==> src/rtl/demux_1_to_6_reg_pkg.sv <==
// Shared definitions for the registered 1-to-6 one-hot demultiplexer:
// lane select encodings and select decode helpers.
package demux_1_to_6_reg_pkg;

  localparam int N_LANES = 6;

  localparam logic [N_LANES-1:0] SEL_L0 = 6'b000001;
  localparam logic [N_LANES-1:0] SEL_L1 = 6'b000010;
  localparam logic [N_LANES-1:0] SEL_L2 = 6'b000100;
  localparam logic [N_LANES-1:0] SEL_L3 = 6'b001000;
  localparam logic [N_LANES-1:0] SEL_L4 = 6'b010000;
  localparam logic [N_LANES-1:0] SEL_L5 = 6'b100000;

  function automatic logic [2:0] onehot_to_idx(input logic [N_LANES-1:0] sel);
    logic [2:0] idx;
    idx = 3'd0;
    case (sel)
      SEL_L0:  idx = 3'd0;
      SEL_L1:  idx = 3'd1;
      SEL_L2:  idx = 3'd2;
      SEL_L3:  idx = 3'd3;
      SEL_L4:  idx = 3'd4;
      SEL_L5:  idx = 3'd5;
      default: idx = 3'd0;
    endcase
    return idx;
  endfunction

  function automatic logic is_onehot(input logic [N_LANES-1:0] sel);
    int ones;
    ones = 0;
    for (int i = 0; i < N_LANES; i++) begin
      if (sel[i]) ones++;
    end
    return (ones == 1);
  endfunction

endpackage

==> src/rtl/demux_1_to_6_reg_lane.sv <==
// One demultiplexer lane: a data holding register with a valid flag that is
// set by a write and cleared by the consumer's ack; a write wins over an ack.
module demux_1_to_6_reg_lane #(
  parameter int WIDTH = 32
) (
  input  logic             clk_i,
  input  logic             reset_n_i,
  input  logic             wr_en_i,
  input  logic [WIDTH-1:0] wr_data_i,
  input  logic             ack_i,
  output logic [WIDTH-1:0] data_o,
  output logic             valid_o
);

  logic [WIDTH-1:0] data_q, data_d;
  logic             valid_q, valid_d;

  always_comb begin
    data_d  = data_q;
    valid_d = valid_q;
    if (wr_en_i) begin
      data_d  = wr_data_i;
      valid_d = 1'b1;
    end else if (ack_i) begin
      valid_d = 1'b0;
    end
  end

  always_ff @(posedge clk_i or negedge reset_n_i) begin
    if (!reset_n_i) begin
      data_q  <= '0;
      valid_q <= 1'b0;
    end else begin
      data_q  <= data_d;
      valid_q <= valid_d;
    end
  end

  assign data_o  = data_q;
  assign valid_o = valid_q;

endmodule

==> src/rtl/demux_1_to_6_reg.sv <==
// Registered 1-to-6 one-hot demultiplexer between the ALU result path and the
// six consumers; tracks last select, accepted-write count and bad-select errors.
module demux_1_to_6_reg
  import demux_1_to_6_reg_pkg::*;
#(
  parameter int WIDTH = 32,
  parameter int N     = N_LANES
) (
  input  logic               clk,
  input  logic               reset_n,
  input  logic               in_valid,
  output logic               in_ready,
  input  logic [WIDTH-1:0]   in_data,
  input  logic [N-1:0]       in_sel,
  output logic [N*WIDTH-1:0] out_data,
  output logic [N-1:0]       out_valid,
  input  logic [N-1:0]       out_ack,
  output logic [N-1:0]       last_sel,
  output logic [7:0]         wr_count,
  output logic               err_sel,
  input  logic               err_clr
);

  logic         selLegal;
  logic [2:0]   selIdx;
  logic         accept;
  logic [N-1:0] wrEn;

  logic [N-1:0] lastSel_q, lastSel_d;
  logic [7:0]   wrCount_q, wrCount_d;
  logic         errSel_q, errSel_d;

  // Illegal selects are always taken (and dropped) so a bad producer never stalls.
  always_comb begin
    selLegal = is_onehot(in_sel);
    selIdx   = onehot_to_idx(in_sel);
    in_ready = !selLegal || !out_valid[selIdx] || out_ack[selIdx];
    accept   = in_valid && in_ready && selLegal;
    wrEn     = accept ? in_sel : '0;
  end

  always_comb begin
    lastSel_d = lastSel_q;
    wrCount_d = wrCount_q;
    errSel_d  = errSel_q;
    if (accept) begin
      lastSel_d = in_sel;
      wrCount_d = wrCount_q + 8'd1;
    end
    if (in_valid && !selLegal) begin
      errSel_d = 1'b1;
    end else if (err_clr) begin
      errSel_d = 1'b0;
    end
  end

  always_ff @(posedge clk or negedge reset_n) begin
    if (!reset_n) begin
      lastSel_q <= '0;
      wrCount_q <= '0;
      errSel_q  <= 1'b0;
    end else begin
      lastSel_q <= lastSel_d;
      wrCount_q <= wrCount_d;
      errSel_q  <= errSel_d;
    end
  end

  for (genvar i = 0; i < N; i++) begin : gLane
    demux_1_to_6_reg_lane #(
      .WIDTH(WIDTH)
    ) uLane (
      .clk_i    (clk),
      .reset_n_i(reset_n),
      .wr_en_i  (wrEn[i]),
      .wr_data_i(in_data),
      .ack_i    (out_ack[i]),
      .data_o   (out_data[i*WIDTH +: WIDTH]),
      .valid_o  (out_valid[i])
    );
  end

  assign last_sel = lastSel_q;
  assign wr_count = wrCount_q;
  assign err_sel  = errSel_q;

endmodule
==> config.mk <==
export PLATFORM = sky130hd
export DESIGN_NAME = demux_1_to_6_reg
export DESIGN_NICKNAME = d
export VERILOG_FILES = /design/src/rtl/demux_1_to_6_reg_pkg.sv /design/src/rtl/demux_1_to_6_reg_lane.sv /design/src/rtl/demux_1_to_6_reg.sv
export SDC_FILE = /design/constraint.sdc
export NUM_CORES = 1
export LEC_CHECK = 0
export CAP_MARGIN = 5
export CORE_ASPECT_RATIO = 0.7
export CORE_UTILIZATION = 35
export CTS_CLUSTER_DIAMETER = 60
export DETAILED_ROUTE_END_ITERATION = 7
export PLACE_DENSITY = 0.68
export SYNTH_ARGS = -nofsm -noshare
export SYNTH_HDL_FRONTEND = slang
export SYNTH_SLANG_ARGS = --single-unit
==> constraint.sdc <==
create_clock -name clk -period 5.8 [get_ports clk]
set_input_delay 1.45 -clock clk [delete_from_list [all_inputs] [get_ports clk]]
set_output_delay 1.45 -clock clk [all_outputs]
set_load 0.05 [all_outputs]
==> flow_summary.json, run 1 <==
{
  "firstDrtPassIters": 4,
  "grt.total_usage": 0.174,
  "num_rows": 49,
  "drt_iter0_markers": 238,
  "finalCritPeriodShare": 0.973,
  "synth_seq_cells": 213,
  "cp-end-kind": "output pin",
  "nFillCells": 2183,
  "worst-path-max-fanout": 4,
  "drtAntennaViolNets": 0,
  "path_buf_inv": 4,
  "dpl.cell_count": 1155,
  "criticalPathCategory": "in -> out",
  "drive_above_1_share": 0.323,
  "layout_commonest_cell": "clkdlybuf4s50_1",
  "drc": 0,
  "coreArea_sq_um": 25700,
  "die_area_sq_um": 26900,
  "synth_top_area_frac": 0.581,
  "hpwl_microns": 15500,
  "start_kind": "primary input",
  "synth_area_sq_um": 9180,
  "grt_pass1_wl_microns": 36200,
  "via_per_inst": 4.79,
  "final-max-slew-violation-count": 0,
  "status": "complete, no violations",
  "vias": 5739,
  "wirelength_microns": 23400,
  "wl_per_cell_microns": 19.5,
  "htreeDepth": 1,
  "max_stage_delay_ps": 310,
  "nets": 907,
  "synth-seq-area-share": 0.581,
  "cp.arrival_ps": 4190,
  "gr-total-overflow": 0,
  "avgSynthCellArea_sq_um": 16.3,
  "synth_area_leaders": "dfrtp_1 (58%), mux2_4 (18%), mux2_2 (8.3%), buf_6 (1.8%), mux2_1 (1.6%)",
  "cp_cell_sequence": "dlygate4sd2_1, buf_6, ha_2, inv_1, mux2i_4, ha_1, nor2b_2, nor2_1, ha_1, nand2_1, o31ai_1, ha_2, nand2_2, nor2_1, o21bai_1, nand4_2, nand3_2, buf_12",
  "place.gp.congestion": 0.767,
  "yosys_warnings": 0,
  "critPathTopFamily": "adder cells",
  "async_flop_share": 1.00,
  "die_x_microns": 196,
  "fmax_ghz": 0.177,
  "cts_tree": "built",
  "min_path_type": "reg -> reg",
  "tritoncts.num_buffers": 23,
  "ys_types": 44,
  "cts.clk_slew.worst_paths_ps": 60,
  "slowest_stage": "ha_1",
  "final_cells": 1197,
  "fin_setup_tns_ps": 0,
  "pin_count": 262,
  "syn-num-nets": 618,
  "finalSetupViolations": 0,
  "antenna_found_initial": 0,
  "worst_clock_skew_ps": 22.2,
  "n_antenna_cell": 0,
  "clkLatencyLatePin_ps": 510,
  "worst_slew_pin_slew_ps": 823,
  "synthFlopType": "dfrtp_1",
  "finalHoldViolCount": 0,
  "yosysTopAreaCell": "dfrtp_1",
  "portBuffers": 261,
  "synth_edf_count": 0,
  "grt_max_degree": 119,
  "period_minus_slack_ps": 5640,
  "area_growth_pct": 42.7,
  "relSlewSlack": 0.451,
  "drv_cap": 0,
  "cts_sinks": 213,
  "clk_path_buf_depth": 3,
  "initial_core_util": 0.357,
  "dieHeight_microns": 137,
  "grt_pass1_vias": 6106,
  "cts-root-buf": "clkbuf_16",
  "layout_common_cells": "clkdlybuf4s50_1 (256), dfrtp_1 (213), mux2_4 (113)",
  "netlist_instances": 562,
  "crit_required_ps": 4350
}
logic make-up (layout without fill, tap and decap cells):
family / count (synthesis) / after routing / share of synthesized area
multiplexers: 196 / 196 / 0.287
AO/OA/AOI/OAI: 27 / 27 / 0.0239
flip-flops: 213 / 213 / 0.581
AND/OR/NAND/NOR: 66 / 66 / 0.0490
adder cells (fa/ha/maj): 8 / 8 / 0.0109
XOR/XNOR: 14 / 14 / 0.0151
buffers and inverters: 38 / 342 / 0.0337
stage by stage:
stage	util	hold WS (ps)	cell area, sq um	setup WS (ps)
after floorplan	-	467	9180	66.4
after global placement	0.478	462	12300	-54.4
after detailed placement	0.478	471	12300	-186
after CTS	0.509	480	13100	76.9
after global routing	0.510	500	13100	-2.98
final	0.510	479	13100	158
repair_timing:
item	CTS	global route
endpoints found under the setup margin	1	1
setup buffers	1	1
gates resized for setup	9	6
hold buffers	0	0
pin swaps	5	2
sequential cells by signal (all words and copies together) (netlist names):
signal               count
err_sel                  1
gLane.uLane.data_o     192
gLane.uLane.valid_o      6
last_sel                 6
wr_count                 8
worst paths after layout:
kind | from | end | slack [ps] | cells after the start
setup / recovery | in_sel[0] | in_ready | 160 | 18
hold / removal | wr_count[7] | wr_count[7] | 480 | 1
setup reg to reg | gLane[4].uLane.valid_o | gLane[3].uLane.data_o[1] | 3170 | 7
hold reg to reg | wr_count[7] | wr_count[7] | 480 | 1
max in group asynchronous | reset_n | gLane[5].uLane.data_o[7] | 3660 | 2
min in group asynchronous | reset_n | gLane[1].uLane.data_o[30] | 1000 | 1
worst register-to-register path, delay by kind of cell (launching register included):
| family | cells | cell delay (ps) |
|---|---|---|
| buffers and inverters | 1 | 390 |
| AND/OR/NAND/NOR | 3 | 1080 |
| multiplexers | 1 | 390 |
| AO/OA/AOI/OAI | 2 | 300 |
| flip-flops | 1 | 340 |
layer usage:
metal  vias up  global-route usage  share of wire  wire length (microns)
li1       2580                   -              -                      -
met1      2963               0.251           0.47                  11000
met2       169               0.257           0.44                  10400
met3        27              0.0539          0.074                   1740
met4         0              0.0315          0.013                    297
met5         -                   0              0                      0
synth_stat cells, types with 2 or more instances:
cell type	number
nand4_4	4
mux2_2	68
nand2b_1	7
nor3b_1	2
nand4_1	6
a21o_1	2
mux2_4	113
xor2_1	5
mux2_1	13
a21bo_2	4
mux2i_1	2
inv_1	6
buf_6	15
nor2_1	7
dfrtp_1	213
o221ai_1	2
xnor2_1	8
and3_1	8
o31ai_1	2
o211ai_1	3
or3b_1	2
a21oi_1	3
ha_1	8
buf_4	13
or2_2	2
nor2b_1	4
nand3_1	9
buf_2	4
nand2_1	10
and4_1	2
a221o_1	2
cell type report:
type / instances / area (sq um) / share of cell area
Clock inverter: 8 / 96.3 / 0.00736
Tap cell: 331 / 414 / 0.0316
Clock buffer: 32 / 669 / 0.0511
Sequential cell: 213 / 5330 / 0.407
Inverter: 6 / 22.5 / 0.00172
Multi-Input combinational cell: 311 / 3580 / 0.274
Timing Repair Buffer: 296 / 2980 / 0.228
Power of run 1 is not shown: default switching activity piles up to over one toggle a cycle in this logic, so the estimate is an artifact.
==> run 2: changes to the inputs <==
Settings changed: ABC_CLOCK_PERIOD_IN_PS from default to 5800.
==> results of run 2 <==
Final layout, timing and power as in run 1 (identical DEF).
Power of run 2 is left out for the same reason.
